`src/rtl/modbus_uart_rx.sv`:
```
// -----------------------------------------------------------------------------
// modbus_uart_rx
//
// Oversampling UART receiver for a Modbus RTU front end. It converts the serial
// line into byte strobes and drops bytes that fail framing or parity checks. It
// also reports the 3.5-character silence that delimits RTU frames. rxv/rxd are
// intended to drive the request parser directly.
//
// Parameters
//   PRESCALER  clock ticks per UART bit (>= 4)
//   PARITY     0 = none, 1 = odd, 2 = even
//   STOP_BITS  1 or 2 (the second stop bit is waited out, not checked)
//   GAP_BITS   idle bit times after a stop bit that mark end of frame
//
// Ports
//   clk         system clock
//   rst         synchronous, active-high reset
//   rx          asynchronous serial input, idle high
//   rxv         one-cycle strobe: rxd holds a good byte
//   rxd         last good byte, held until the next good byte
//   frame_err   one-cycle strobe: stop bit sampled low, byte dropped
//   parity_err  one-cycle strobe: parity mismatch, byte dropped
//   gap         one-cycle strobe: GAP_BITS*PRESCALER idle ticks after a stop bit
//   busy        high while the receiver is not idle
// -----------------------------------------------------------------------------
module modbus_uart_rx #(
  parameter int PRESCALER = 100,
  parameter int PARITY    = 0,
  parameter int STOP_BITS = 1,
  parameter int GAP_BITS  = 35
) (
  input  logic       clk,
  input  logic       rst,
  input  logic       rx,
  output logic       rxv,
  output logic [7:0] rxd,
  output logic       frame_err,
  output logic       parity_err,
  output logic       gap,
  output logic       busy
);

  localparam int M       = PRESCALER / 2;
  localparam int GAP_MAX = GAP_BITS * PRESCALER;
  localparam int CNT_W   = $clog2(GAP_MAX + 1);

  localparam logic [CNT_W-1:0] TICK_LAST  = CNT_W'(PRESCALER - 1);
  localparam logic [CNT_W-1:0] TICK_S0    = CNT_W'(M - 1);
  localparam logic [CNT_W-1:0] TICK_S1    = CNT_W'(M);
  localparam logic [CNT_W-1:0] TICK_S2    = CNT_W'(M + 1);
  localparam logic [CNT_W-1:0] BREAK_LAST = CNT_W'(M - 1);
  localparam logic [CNT_W-1:0] GAP_FULL   = CNT_W'(GAP_MAX);
  localparam logic [CNT_W-1:0] GAP_PRE    = CNT_W'(GAP_MAX - 1);
  localparam logic             ODD_PARITY = (PARITY == 1);

  typedef enum logic [2:0] {
    S_IDLE,
    S_START,
    S_DATA,
    S_PARITY,
    S_STOP,
    S_STOP2,
    S_BREAK
  } state_t;

  // ---------------------------------------------------------------------------
  // Registers
  // ---------------------------------------------------------------------------
  logic             rx_meta_q;
  logic             rx_s_q;
  logic             rx_prev_q;

  state_t           state_q,   state_d;
  logic [CNT_W-1:0] tick_q,    tick_d;
  logic [2:0]       bit_idx_q, bit_idx_d;
  logic [7:0]       shift_q,   shift_d;
  logic [1:0]       samp_q,    samp_d;
  logic             par_bad_q, par_bad_d;
  logic [7:0]       rxd_q,     rxd_d;
  logic             rxv_q,     rxv_d;
  logic             ferr_q,    ferr_d;
  logic             perr_q,    perr_d;
  logic             gap_q,     gap_d;
  logic [CNT_W-1:0] gap_cnt_q, gap_cnt_d;
  logic             busy_q;

  logic start_edge;
  logic at_sample;
  logic maj;

  // Edge detection works on the synchronized line only; the raw pin is never
  // looked at by the FSM.
  assign start_edge = rx_prev_q & ~rx_s_q;
  assign at_sample  = (tick_q == TICK_S2);

  // The third vote is the live synchronized value at tick M+1, so the decision
  // can be taken in the same cycle as the last sample.
  assign maj = (samp_q[0] & samp_q[1]) |
               (samp_q[0] & rx_s_q)    |
               (samp_q[1] & rx_s_q);

  // ---------------------------------------------------------------------------
  // Synchronizer and state register
  // ---------------------------------------------------------------------------
  always_ff @(posedge clk) begin
    if (rst) begin
      rx_meta_q <= 1'b1;
      rx_s_q    <= 1'b1;
      rx_prev_q <= 1'b1;
      state_q   <= S_IDLE;
      tick_q    <= '0;
      bit_idx_q <= '0;
      shift_q   <= '0;
      samp_q    <= 2'b11;
      par_bad_q <= 1'b0;
      rxd_q     <= '0;
      rxv_q     <= 1'b0;
      ferr_q    <= 1'b0;
      perr_q    <= 1'b0;
      gap_q     <= 1'b0;
      // Saturated so that no gap is reported before the first byte.
      gap_cnt_q <= GAP_FULL;
      busy_q    <= 1'b0;
    end else begin
      rx_meta_q <= rx;
      rx_s_q    <= rx_meta_q;
      rx_prev_q <= rx_s_q;
      state_q   <= state_d;
      tick_q    <= tick_d;
      bit_idx_q <= bit_idx_d;
      shift_q   <= shift_d;
      samp_q    <= samp_d;
      par_bad_q <= par_bad_d;
      rxd_q     <= rxd_d;
      rxv_q     <= rxv_d;
      ferr_q    <= ferr_d;
      perr_q    <= perr_d;
      gap_q     <= gap_d;
      gap_cnt_q <= gap_cnt_d;
      // Derived from the next state so busy lines up with state_q exactly.
      busy_q    <= (state_d != S_IDLE);
    end
  end

  // ---------------------------------------------------------------------------
  // Next-state and output logic
  // ---------------------------------------------------------------------------
  always_comb begin
    state_d   = state_q;
    tick_d    = tick_q;
    bit_idx_d = bit_idx_q;
    shift_d   = shift_q;
    samp_d    = samp_q;
    par_bad_d = par_bad_q;
    rxd_d     = rxd_q;
    rxv_d     = 1'b0;
    ferr_d    = 1'b0;
    perr_d    = 1'b0;
    gap_d     = 1'b0;
    gap_cnt_d = gap_cnt_q;

    // Free-running bit timer in every active state; it keeps running across
    // the mid-bit state changes so bit boundaries stay aligned to the start edge.
    if (state_q != S_IDLE) begin
      tick_d = (tick_q == TICK_LAST) ? '0 : tick_q + CNT_W'(1);
    end

    if (tick_q == TICK_S0) samp_d[0] = rx_s_q;
    if (tick_q == TICK_S1) samp_d[1] = rx_s_q;

    unique case (state_q)
      S_IDLE: begin
        tick_d = '0;
        if (start_edge) begin
          state_d   = S_START;
          par_bad_d = 1'b0;
        end
      end

      S_START: begin
        if (at_sample) begin
          if (!maj) begin
            state_d   = S_DATA;
            bit_idx_d = '0;
          end else begin
            // Start bit did not hold low through mid-bit: treat as a glitch.
            state_d = S_IDLE;
          end
        end
      end

      S_DATA: begin
        if (at_sample) begin
          shift_d = {maj, shift_q[7:1]};
          if (bit_idx_q == 3'd7) begin
            state_d = (PARITY != 0) ? S_PARITY : S_STOP;
          end else begin
            bit_idx_d = bit_idx_q + 3'd1;
          end
        end
      end

      S_PARITY: begin
        if (at_sample) begin
          // XOR of data and parity bit is 1 for odd parity, 0 for even.
          par_bad_d = (((^shift_q) ^ maj) != ODD_PARITY);
          state_d   = S_STOP;
        end
      end

      S_STOP: begin
        if (at_sample) begin
          if (!maj) begin
            // Framing error wins over a parity error on the same byte.
            ferr_d  = 1'b1;
            state_d = S_BREAK;
            tick_d  = '0;
          end else begin
            if (par_bad_q) begin
              perr_d = 1'b1;
            end else begin
              rxv_d = 1'b1;
              rxd_d = shift_q;
            end
            if (STOP_BITS == 2) begin
              state_d = S_STOP2;
            end else begin
              state_d = S_IDLE;
            end
            tick_d = '0;
          end
        end
      end

      S_STOP2: begin
        // Second stop bit is only waited out; start edges here are ignored.
        if (tick_q == TICK_LAST) begin
          state_d = S_IDLE;
          tick_d  = '0;
        end
      end

      S_BREAK: begin
        // Line must be seen high for M consecutive ticks before re-arming.
        if (rx_s_q) begin
          if (tick_q == BREAK_LAST) begin
            state_d = S_IDLE;
            tick_d  = '0;
          end else begin
            tick_d = tick_q + CNT_W'(1);
          end
        end else begin
          tick_d = '0;
        end
      end

      default: begin
        state_d = S_IDLE;
        tick_d  = '0;
      end
    endcase

    // Inter-frame silence counter: restarted by each stop-bit sample, counts
    // idle-high ticks, fires once on reaching the threshold, then saturates.
    if ((state_q == S_STOP) && at_sample) begin
      gap_cnt_d = '0;
    end else if (state_q == S_IDLE) begin
      if (start_edge) begin
        gap_cnt_d = '0;
      end else if (rx_s_q && (gap_cnt_q != GAP_FULL)) begin
        gap_cnt_d = gap_cnt_q + CNT_W'(1);
        gap_d     = (gap_cnt_q == GAP_PRE);
      end
    end
  end

  assign rxv        = rxv_q;
  assign rxd        = rxd_q;
  assign frame_err  = ferr_q;
  assign parity_err = perr_q;
  assign gap        = gap_q;
  assign busy       = busy_q;

endmodule

```
`config.mk`:
```
export PLATFORM = sky130hd
export DESIGN_NAME = modbus_uart_rx
export DESIGN_NICKNAME = d
export VERILOG_FILES = /design/src/rtl/modbus_uart_rx.sv
export SDC_FILE = /design/constraint.sdc
export NUM_CORES = 1
export LEC_CHECK = 0
export ABC_AREA = 1
export BUFFER_PORTS_ARGS = -buffer_cell sky130_fd_sc_hd__buf_2
export CAP_MARGIN = 20
export CORE_ASPECT_RATIO = 0.8
export CORE_UTILIZATION = 30
export CTS_CLUSTER_SIZE = 25
export DETAILED_ROUTE_END_ITERATION = 8
export PLACE_DENSITY = 0.48
export SLEW_MARGIN = 25
export SYNTH_ARGS = -nofsm -noshare
export SYNTH_HDL_FRONTEND = slang
export SYNTH_SLANG_ARGS = --single-unit
```
`constraint.sdc`:
```
create_clock -name clk -period 2.01 [get_ports clk]
set_input_delay 0.201 -clock clk [delete_from_list [all_inputs] [get_ports clk]]
set_output_delay 0.201 -clock clk [all_outputs]
set_load 0.02 [all_outputs]
```
# Word-level counts from Yosys, hierarchy flattened

Index checks and enable logic that the tools add are counted.

Flip-flop bits (word level): 57
Input port bits: 3
Output and inout port bits: 13
Logic and storage cells: 110

Add/sub/neg operators: 3
Equal/unequal tests: 19
Muxes and demuxes: 34
Bitwise gates (word level): 14
Reductions and logical operators: 22

Operator list:

| kind                    | number |
|---|---|
| $mux W12                | 10 |
| $pmux W12 S4            | 1 |
| $mux W3                 | 14 |
| $eq A12 B6 Y1 const B   | 3 |
| $add A12 B1 Y12 const B | 2 |
| $pmux W3 S7             | 1 |
| $eq A12 B12 Y1 const B  | 1 |
| $eq A12 B7 Y1 const B   | 1 |
| $eq A3 B3 Y1 const B    | 4 |
| $ne A12 B12 Y1 const B  | 1 |
| $ne A2 B2 Y1 const B    | 6 |
| $reduce_bool A3 Y1      | 3 |
| $reduce_bool A2 Y1      | 4 |
| $reduce_xor A8 Y1       | 1 |
| $not A1 Y1              | 7 |
| $eq A3 B2 Y1 const B    | 2 |
| $pmux W3 S2             | 1 |
| $reduce_and A2 Y1       | 3 |
| $reduce_or A3 Y1        | 2 |
| $mux W1                 | 5 |
| $reduce_and A5 Y1       | 1 |
| $reduce_or A5 Y1        | 1 |
| $and A1 B1 Y1           | 4 |
| $reduce_and A4 Y1       | 1 |
| other kinds (11)        | 13 |

# Depth between registers and ports, before layout

Gate-level depths: netlist (run 1).

Word-level depth: 7
Mapped depth: 11
Mapped depth without buffers: 11

# Worst setup path after synthesis (run 1)

No wires, ideal clock.

Path kind: register to register
Start point: register tick_q[0]
End point: register rxd_q[5] (netlist: rxd[5])
Setup time: 0.066 ns
Arrival: 1.506 ns
Data required time: 1.944 ns
Slack: 0.438 ns
Cell stages (with the launch flop): 9
Path buffers: 1
Clock period less this slack: 1.572 ns
Cell sequence: dfxtp_1 -> ha_1 -> nand2_2 -> nor2_8 -> nand3_4 -> nor3_4 -> buf_6 -> o21ai_2 -> a21oi_2

Cells in the longest elaborated chain, start to end: 2

RTL lines:

| element                            | line | RTL |
|---|---|---|
| start: declaration                 | 74   | `logic [CNT_W-1:0] tick_q, tick_d;` |
| start signal: assignment           | 129  | `tick_q <= tick_d;` |
| $eq A12 B6 Y1                      | 94   | `assign at_sample = (tick_q == TICK_S2);` |
| $reduce_and A4 Y1 (no source line) | -    |  |
| end signal: assignment             | 134  | `rxd_q <= rxd_d;` |
| end: declaration                   | 79   | `logic [7:0] rxd_q, rxd_d;` |

Every way passes these cells.
A chain may end at the register's enable or synchronous reset.

# Worst setup path in the final report (run 1)

Start point: register tick_q[1]
End point: register rxd_q[4] (netlist: rxd[4])

The elaborated chain is that of the path after synthesis.

==> metrics.md, run 1 <==
| Metric | Value |
|---|---|
| Min-delay src | `rx` |
| Routability congestion estimate | `0.8425` |
| Cell Count, Final, Fillers Out | `573` |
| Number of placement rows | `31` |
| CP cell instances | `ha_1, nand2_2, nor2_8, nand3_4, nor3_4, buf_4, o21ai_0, a21oi_1` |
| Iteration-0 DRC Markers | `170` |
| Pin count of the biggest net entering global routing | `29` |
| Pwr Total | `3.603 mW` |
| Static Leak | `1.586 nW` |
| Slew Limit Fails | `0` |
| Layout Skew | `6.520 ps` |
| WP data arrival | `2010 ps` |
| Synthesized flop and latch total | `57` |
| DP HPWL | `4.859 mm` |
| Worst Hold Class | `in2reg` |
| Total number of vias | `2740` |
| Status | `finished, final reports clean` |
| Startpoint Class | `flop` |
| Worst vdd ir | `321.3 uV` |
| First-pass GRT wire length | `11.89 mm` |
| Core area | `9270 um^2` |
| Post-route ant nets | `0` |
| Post-CTS Setup Bufs | `0` |
| Overall Global Routing Usage | `14.72%` |
| Share of cells above drive strength 1 | `14.19%` |
| Die Height | `90.38 um` |
| TritonRoute pass-1 iters | `5` |
| Clock Tree Buf Depth | `2` |
| Crit path max-delay family | `simple AND/OR/NAND/NOR gates` |
| Hold WS | `59.42 ps` |
| CP max FO | `16` |
| Clock sink total | `57` |
| Final Hold Viols | `0` |
| Initial antenna violation count | `0` |
| Worst-Skew Late Latency | `330 ps` |
| Tmin final | `1741 ps` |
| Root Driver | `clkbuf_16` |
| Bufs and invs on worst path | `1` |
| Cells after DPL | `557` |
| N_diodes | `0` |
| Critical Path Source | `tick_q[1]` |
| Die area | `10170 um^2` |
| Grt total ovfl | `0` |
| Critical Path End Type | `flop` |
| DRC | `0` |
| Ports | `16` |
| Max-cap violation count | `0` |
| Cells after Synth | `425` |
| Critical Path Slowest Stage Cell | `dfxtp_1` |
| Fmax | `574.2 MHz` |
| Kind of critical path | `reg2reg` |
| # setup viols final | `0` |
| Clk pin slew, worst setup/hold paths | `60 ps` |
| Clock buffer count from CTS | `9` |
| Fin crit share | `86.64%` |
| Worst-Margin Slew | `470.6 ps` |
| CP peak stage delay | `380 ps` |
| Place WS | `163.7 ps` |
| Initial core utilization | `31.60%` |
| R2r startpoint | `tick_q[1]` |
| Area grow syn2layout | `19.56%` |
| RSZ-0062 raised after global routing | `no` |
| Vias per inst | `4.782` |
| TritonCTS clock tree | `built` |
| Max H-tree Level | `3` |
| Pwr per Cell Area | `1029 nW/um^2` |
| WL final | `6.800 mm` |
| Mean Syn Cell Area | `6.892 um^2` |
| Routed len/inst | `11.87 um` |
| Mapped Area | `2929 um^2` |
| Yosys Warn Count | `0` |
| Number of global-route vias before repair | `2601` |
| Worst Slack Setup Final | `268.6 ps` |
| IO Port Bufs | `15` |
| Layout net count | `463` |
| Netlist cell types | `34` |
| Post-synth net total | `435` |
| Die X | `112.5 um` |
| CP Data Required Time | `2280 ps` |
| Sequential share of the synthesized area | `38.96%` |
| Relative slew slack | `68.30%` |
| Setup total negative slack | `0 ps` |
[area by class of cell]
class                      instances  area (um^2)
fill                             951         5768
clock buffer                       9        225.2
inverter                          50        187.7
clock inverter                     7        95.09
tap                              115        143.9
timing repair buffer              25        150.1
multi-input combinational        310         1558
sequential                        57         1142
[state kept, by name (all words and copies together) (netlist names), 2 cells and up]
register,cells
shift_q,8
state_q,3
tick_q,12
samp_q,2
gap_cnt_q,12
bit_idx_q,3
rxd,8
[timing repair]
action / CTS / global route
hold buffers: 0 / 0
gates resized for setup: 0 / 2
endpoints found under the setup margin: 0 / 6
[metal layers]
metal  GRT usage (%)  vias to the layer above  part of all wire [%]
met4           5.667                        0                   1.7
met1           19.41                     1232                    52
met5               0                        -                     0
met2           22.57                       52                    42
li1                -                     1444                     -
met3           4.295                       12                   4.0
[power breakdown]
| group | switching (mW) | internal [mW] |
|---|---|---|
| registers | 0.0992 | 1.23 |
| logic | 0.394 | 0.243 |
| clock network | 0.557 | 1.08 |
[synthesized netlist by cell type]
cell | n | area [um^2]
nand3_4 | 1 | 17.52
ha_1 | 7 | 87.58
nand2_1 | 105 | 394.1
nor2_8 | 1 | 20.02
a21oi_1 | 31 | 155.2
buf_2 | 3 | 15.01
o21a_1 | 1 | 7.510
nor3b_1 | 1 | 7.510
inv_1 | 47 | 176.4
or2_1 | 1 | 6.260
a211oi_1 | 1 | 7.510
and2_2 | 1 | 7.510
o21ai_2 | 3 | 26.28
nor2_1 | 44 | 165.2
o21ai_0 | 21 | 105.1
nor3_2 | 2 | 20.02
nor2_2 | 1 | 6.260
or2_2 | 5 | 31.28
a21boi_0 | 1 | 7.510
nand2_2 | 2 | 12.51
nand4_1 | 9 | 56.30
o21bai_1 | 3 | 22.52
a21oi_2 | 2 | 17.52
clkbuf_2 | 1 | 5.000
dfxtp_1 | 57 | 1141
inv_2 | 3 | 11.26
nand3_1 | 44 | 220.2
clkbuf_1 | 3 | 11.26
buf_6 | 1 | 11.26
nor4_1 | 2 | 12.51
xor2_1 | 6 | 52.55
nand3b_1 | 2 | 15.01
nor3_4 | 1 | 16.27
nor3_1 | 12 | 60.06
[final timing paths]
| check | to | slack [ps] | cells after the start |
|---|---|---|---|
| setup / recovery | rxd[4] | 270 | 8 |
| hold / removal | rx_meta_q | 60 | 2 |
| setup reg to reg | rxd[4] | 270 | 8 |
| hold reg to reg | rx_s_q | 430 | 1 |
[cell usage in the layout (no fill, tap or decap)]
| cell | n |
|---|---|
| nor2_2 | 1 |
| nand4_1 | 9 |
| nand2_1 | 105 |
| nand3b_1 | 2 |
| inv_2 | 4 |
| a21boi_0 | 1 |
| nor2_1 | 44 |
| nor3_4 | 1 |
| buf_2 | 15 |
| ha_1 | 7 |
| nor3_1 | 12 |
| clkinv_2 | 2 |
| dfxtp_1 | 56 |
| o21ai_2 | 3 |
| clkinvlp_4 | 1 |
| clkinv_4 | 2 |
| nand3_4 | 1 |
| o21bai_1 | 3 |
| a21oi_1 | 31 |
| dfxtp_2 | 1 |
| nand3_1 | 44 |
| or2_2 | 5 |
| clkbuf_16 | 9 |
| inv_1 | 46 |
| nor3_2 | 2 |
| nor4_1 | 2 |
| bufinv_16 | 2 |
| nor2_8 | 1 |
| nand2_2 | 2 |
| or2_1 | 1 |
| and2_2 | 1 |
| buf_4 | 10 |
| xor2_1 | 6 |
| a211oi_1 | 1 |
| nor3b_1 | 1 |
| o21a_1 | 1 |
| o21ai_0 | 21 |
| a21oi_2 | 2 |
[through the flow]
step           cell area [um^2]  utilization [%]
2_1_floorplan              2929                -
3_3_place_gp               3181            34.31
3_5_place_dp               3181            34.31
4_1_cts                    3501            37.76
5_1_grt                    3502            37.78
6_report                   3502            37.78
[kinds of logic after synthesis]
logic type	after synthesis	share of synthesized area (%)
and+or+nand+nor	234	36.48
xor gates and xnor gates	6	1.794
AOI/OAI and AO/OA	63	11.92
adders and majority gates	7	2.990
DFF	57	38.96
buffers and inverters	58	7.860
No activity file was read; power rests on OpenSTA's default activity.
==> run 2: changes to the inputs <==
--- a/config.mk
+++ b/config.mk
@@ -12,7 +12,6 @@
 export CORE_UTILIZATION = 30
 export CTS_CLUSTER_SIZE = 25
 export DETAILED_ROUTE_END_ITERATION = 8
-export PLACE_DENSITY = 0.48
 export SLEW_MARGIN = 25
 export SYNTH_ARGS = -nofsm -noshare
 export SYNTH_HDL_FRONTEND = slang
==> run 2 against run 1 <==
  * Critical path depth unchanged
  * Sequential share of layout area rose by 0.42 points
  * Die area did not move
  * Hold slack improved by 3.4 ps
  * Clock skew is 1.6 ps higher
  * Largest cell class unchanged
  * Largest power group unchanged
  * Highest routed layer unchanged
==> metrics.md, run 2 (same netlist as run 1, synthesis figures left out) <==
| Metric | Value |
|---|---|
| Root Driver | `clkbuf_16` |
| Kind of critical path | `reg2reg` |
| Fmax | `557.4 MHz` |
| Routed len/inst | `11.55 um` |
| WL final | `6.607 mm` |
| WP data arrival | `2060 ps` |
| Area occupied by multi-input gates | `1558 um^2` |
| Final Hold Viols | `0` |
| N_diodes | `0` |
| Fin crit share | `89.25%` |
| Clock buffer count from CTS | `9` |
| Internal | `2.300 mW` |
| Worst-Margin Slew | `426.5 ps` |
| Worst Hold End | `rx_meta_q` |
| Startpoint Class | `flop` |
| Most common library cell in the layout ignoring fill and taps | `nand2_1` |
| Initial antenna violation count | `0` |
| Tmin final | `1794 ps` |
| Worst vdd ir | `491.0 uV` |
| Overall Global Routing Usage | `14.57%` |
| Min-delay src | `rx` |
| Post-route ant nets | `0` |
| IO Port Bufs | `15` |
| # setup viols final | `0` |
| TritonCTS clock tree | `built` |
| Critical Path Slowest Stage Cell | `dfxtp_1` |
| Slew Limit Fails | `0` |
| Area grow syn2layout | `17.90%` |
| R2r startpoint | `tick_q[0]` |
| Pin count of the biggest net entering global routing | `21` |
| Static Leak | `1.558 nW` |
| R2R Path End | `rxd[4]` |
| Number of placement rows | `31` |
| Most frequent cells in the layout | `nand2_1 (105), dfxtp_1 (57), inv_1 (47)` |
| Worst Hold Class | `in2reg` |
| CP cell instances | `ha_1, nand2_2, nor2_8, nand3_4, nor3_4, buf_4, o21ai_0, a21oi_1` |
| Place WS | `235.3 ps` |
| Die X | `112.5 um` |
| Status | `finished, final reports clean` |
| Sw frac | `31.17%` |
| Hold path depth | `2` |
| TritonRoute pass-1 iters | `5` |
| Critical Path End Type | `flop` |
| First-pass GRT wire length | `11.95 mm` |
| DP HPWL | `4.922 mm` |
| Die Height | `90.38 um` |
| Post-CTS Setup Bufs | `0` |
| Clk pwr share | `41.9%` |
| Total number of vias | `2780` |
| Routability congestion estimate | `0.8871` |
| R2R cell count | `8` |
| Clock sink total | `57` |
| Iteration-0 DRC Markers | `245` |
| Setup total negative slack | `0 ps` |
| Share of cells above drive strength 1 | `13.57%` |
| Worst Slack Setup Final | `216.1 ps` |
| DRC | `0` |
| Biggest regs | `gap_cnt_q x12, tick_q x12` |
| CP max FO | `16` |
| # fillers | `974` |
| Die area | `10170 um^2` |
| Max-cap violation count | `0` |
| Max H-tree Level | `3` |
| Core area | `9270 um^2` |
| CP peak stage delay | `420 ps` |
| CP Data Required Time | `2270 ps` |
| Post_cts resized | `0` |
| Grt total ovfl | `0` |
| Clock Tree Buf Depth | `2` |
| Ports | `16` |
| Relative slew slack | `71.50%` |
| Layout Skew | `8.170 ps` |
| # hold bufs at CTS | `0` |
| Pwr per Cell Area | `967.7 nW/um^2` |
| Reg power frac | `40.0%` |
| Number of global-route vias before repair | `2582` |
| R2R Setup Slk | `220 ps` |
| RSZ-0062 raised after global routing | `no` |
| Gate power share | `18.1%` |
| Clk pin slew, worst setup/hold paths | `60 ps` |
| Vias per inst | `4.860` |
| Worst-Skew Late Latency | `330 ps` |
| Psw | `1.041 mW` |
| Initial core utilization | `31.60%` |
| Register Area | `1141 um^2` |
| Layout net count | `462` |
-- run 2: cell types whose count changed in the layout (fill, tap and decap cells not counted), sizes merged --
| cell | delta |
|---|---|
| bufinv | -2 |
| clkinvlp | +1 |
| inv | +2 |
| buf | -1 |
| clkinv | -1 |
-- run 2: metrics by stage --
stage          hold slack [ps]  area (um^2)  util, %  total power [mW]  instances
2_1_floorplan            304.8         2929        -             1.809        425
5_1_grt                  65.39         3453    37.25             3.587        572
6_report                 62.78         3453    37.25             3.342        572
3_3_place_gp             402.0         3173    34.23             1.942        556
3_5_place_dp             403.4         3173    34.23             1.960        556
4_1_cts                  60.76         3453    37.25             3.375        572
-- run 2: layer usage --
layer  part of all wire (%)  vias up  GRT usage (%)
met5                      0        -              0
met4                   0.53        0          3.333
met3                    8.1        6          5.973
met2                     41       85          21.33
met1                     50     1246          19.82
li1                       -     1443              -
-- run 2: final cells by class --
| cell class | count | share of cell area, % |
|---|---|---|
| inverter | 50 | 5.435 |
| clock buffer | 9 | 6.522 |
| clock inverter | 7 | 1.594 |
| sequential | 57 | 33.04 |
| multi-input combinational | 310 | 45.11 |
| timing repair buffer | 24 | 4.130 |
| tap | 115 | 4.167 |
-- run 2: power by group through the flow --
stage,Sequential [mW],Clock (mW),Combinational [mW]
after detailed placement,1.36,0,0.604
after global routing,1.35,1.50,0.733
after global placement,1.35,0,0.591
after floorplan,1.33,0,0.483
final,1.34,1.40,0.606
after CTS,1.33,1.43,0.608
-- run 2: critical path: cells and delay by family, from the launching register on --
kind | cells | cell delay, ps
buffers and inverters | 1 | 230
DFF | 1 | 420
and+or+nand+nor | 4 | 610
adders and majority gates | 1 | 240
AOI/OAI and AO/OA | 2 | 230
-- run 2: worst max-delay path by stage --
stage | from | end | slack, ps | depth (start not counted)
floorplan | tick_q[0] | rxd[5] | 440 | 8
global placement | tick_q[0] | rxd[7] | 320 | 8
detailed placement | tick_q[0] | rxd[2] | 240 | 8
CTS | tick_q[0] | rxd[4] | 220 | 8
global route | gap_cnt_q[7] | gap_cnt_q[10] | 10 | 8
finish | tick_q[0] | rxd[4] | 220 | 8
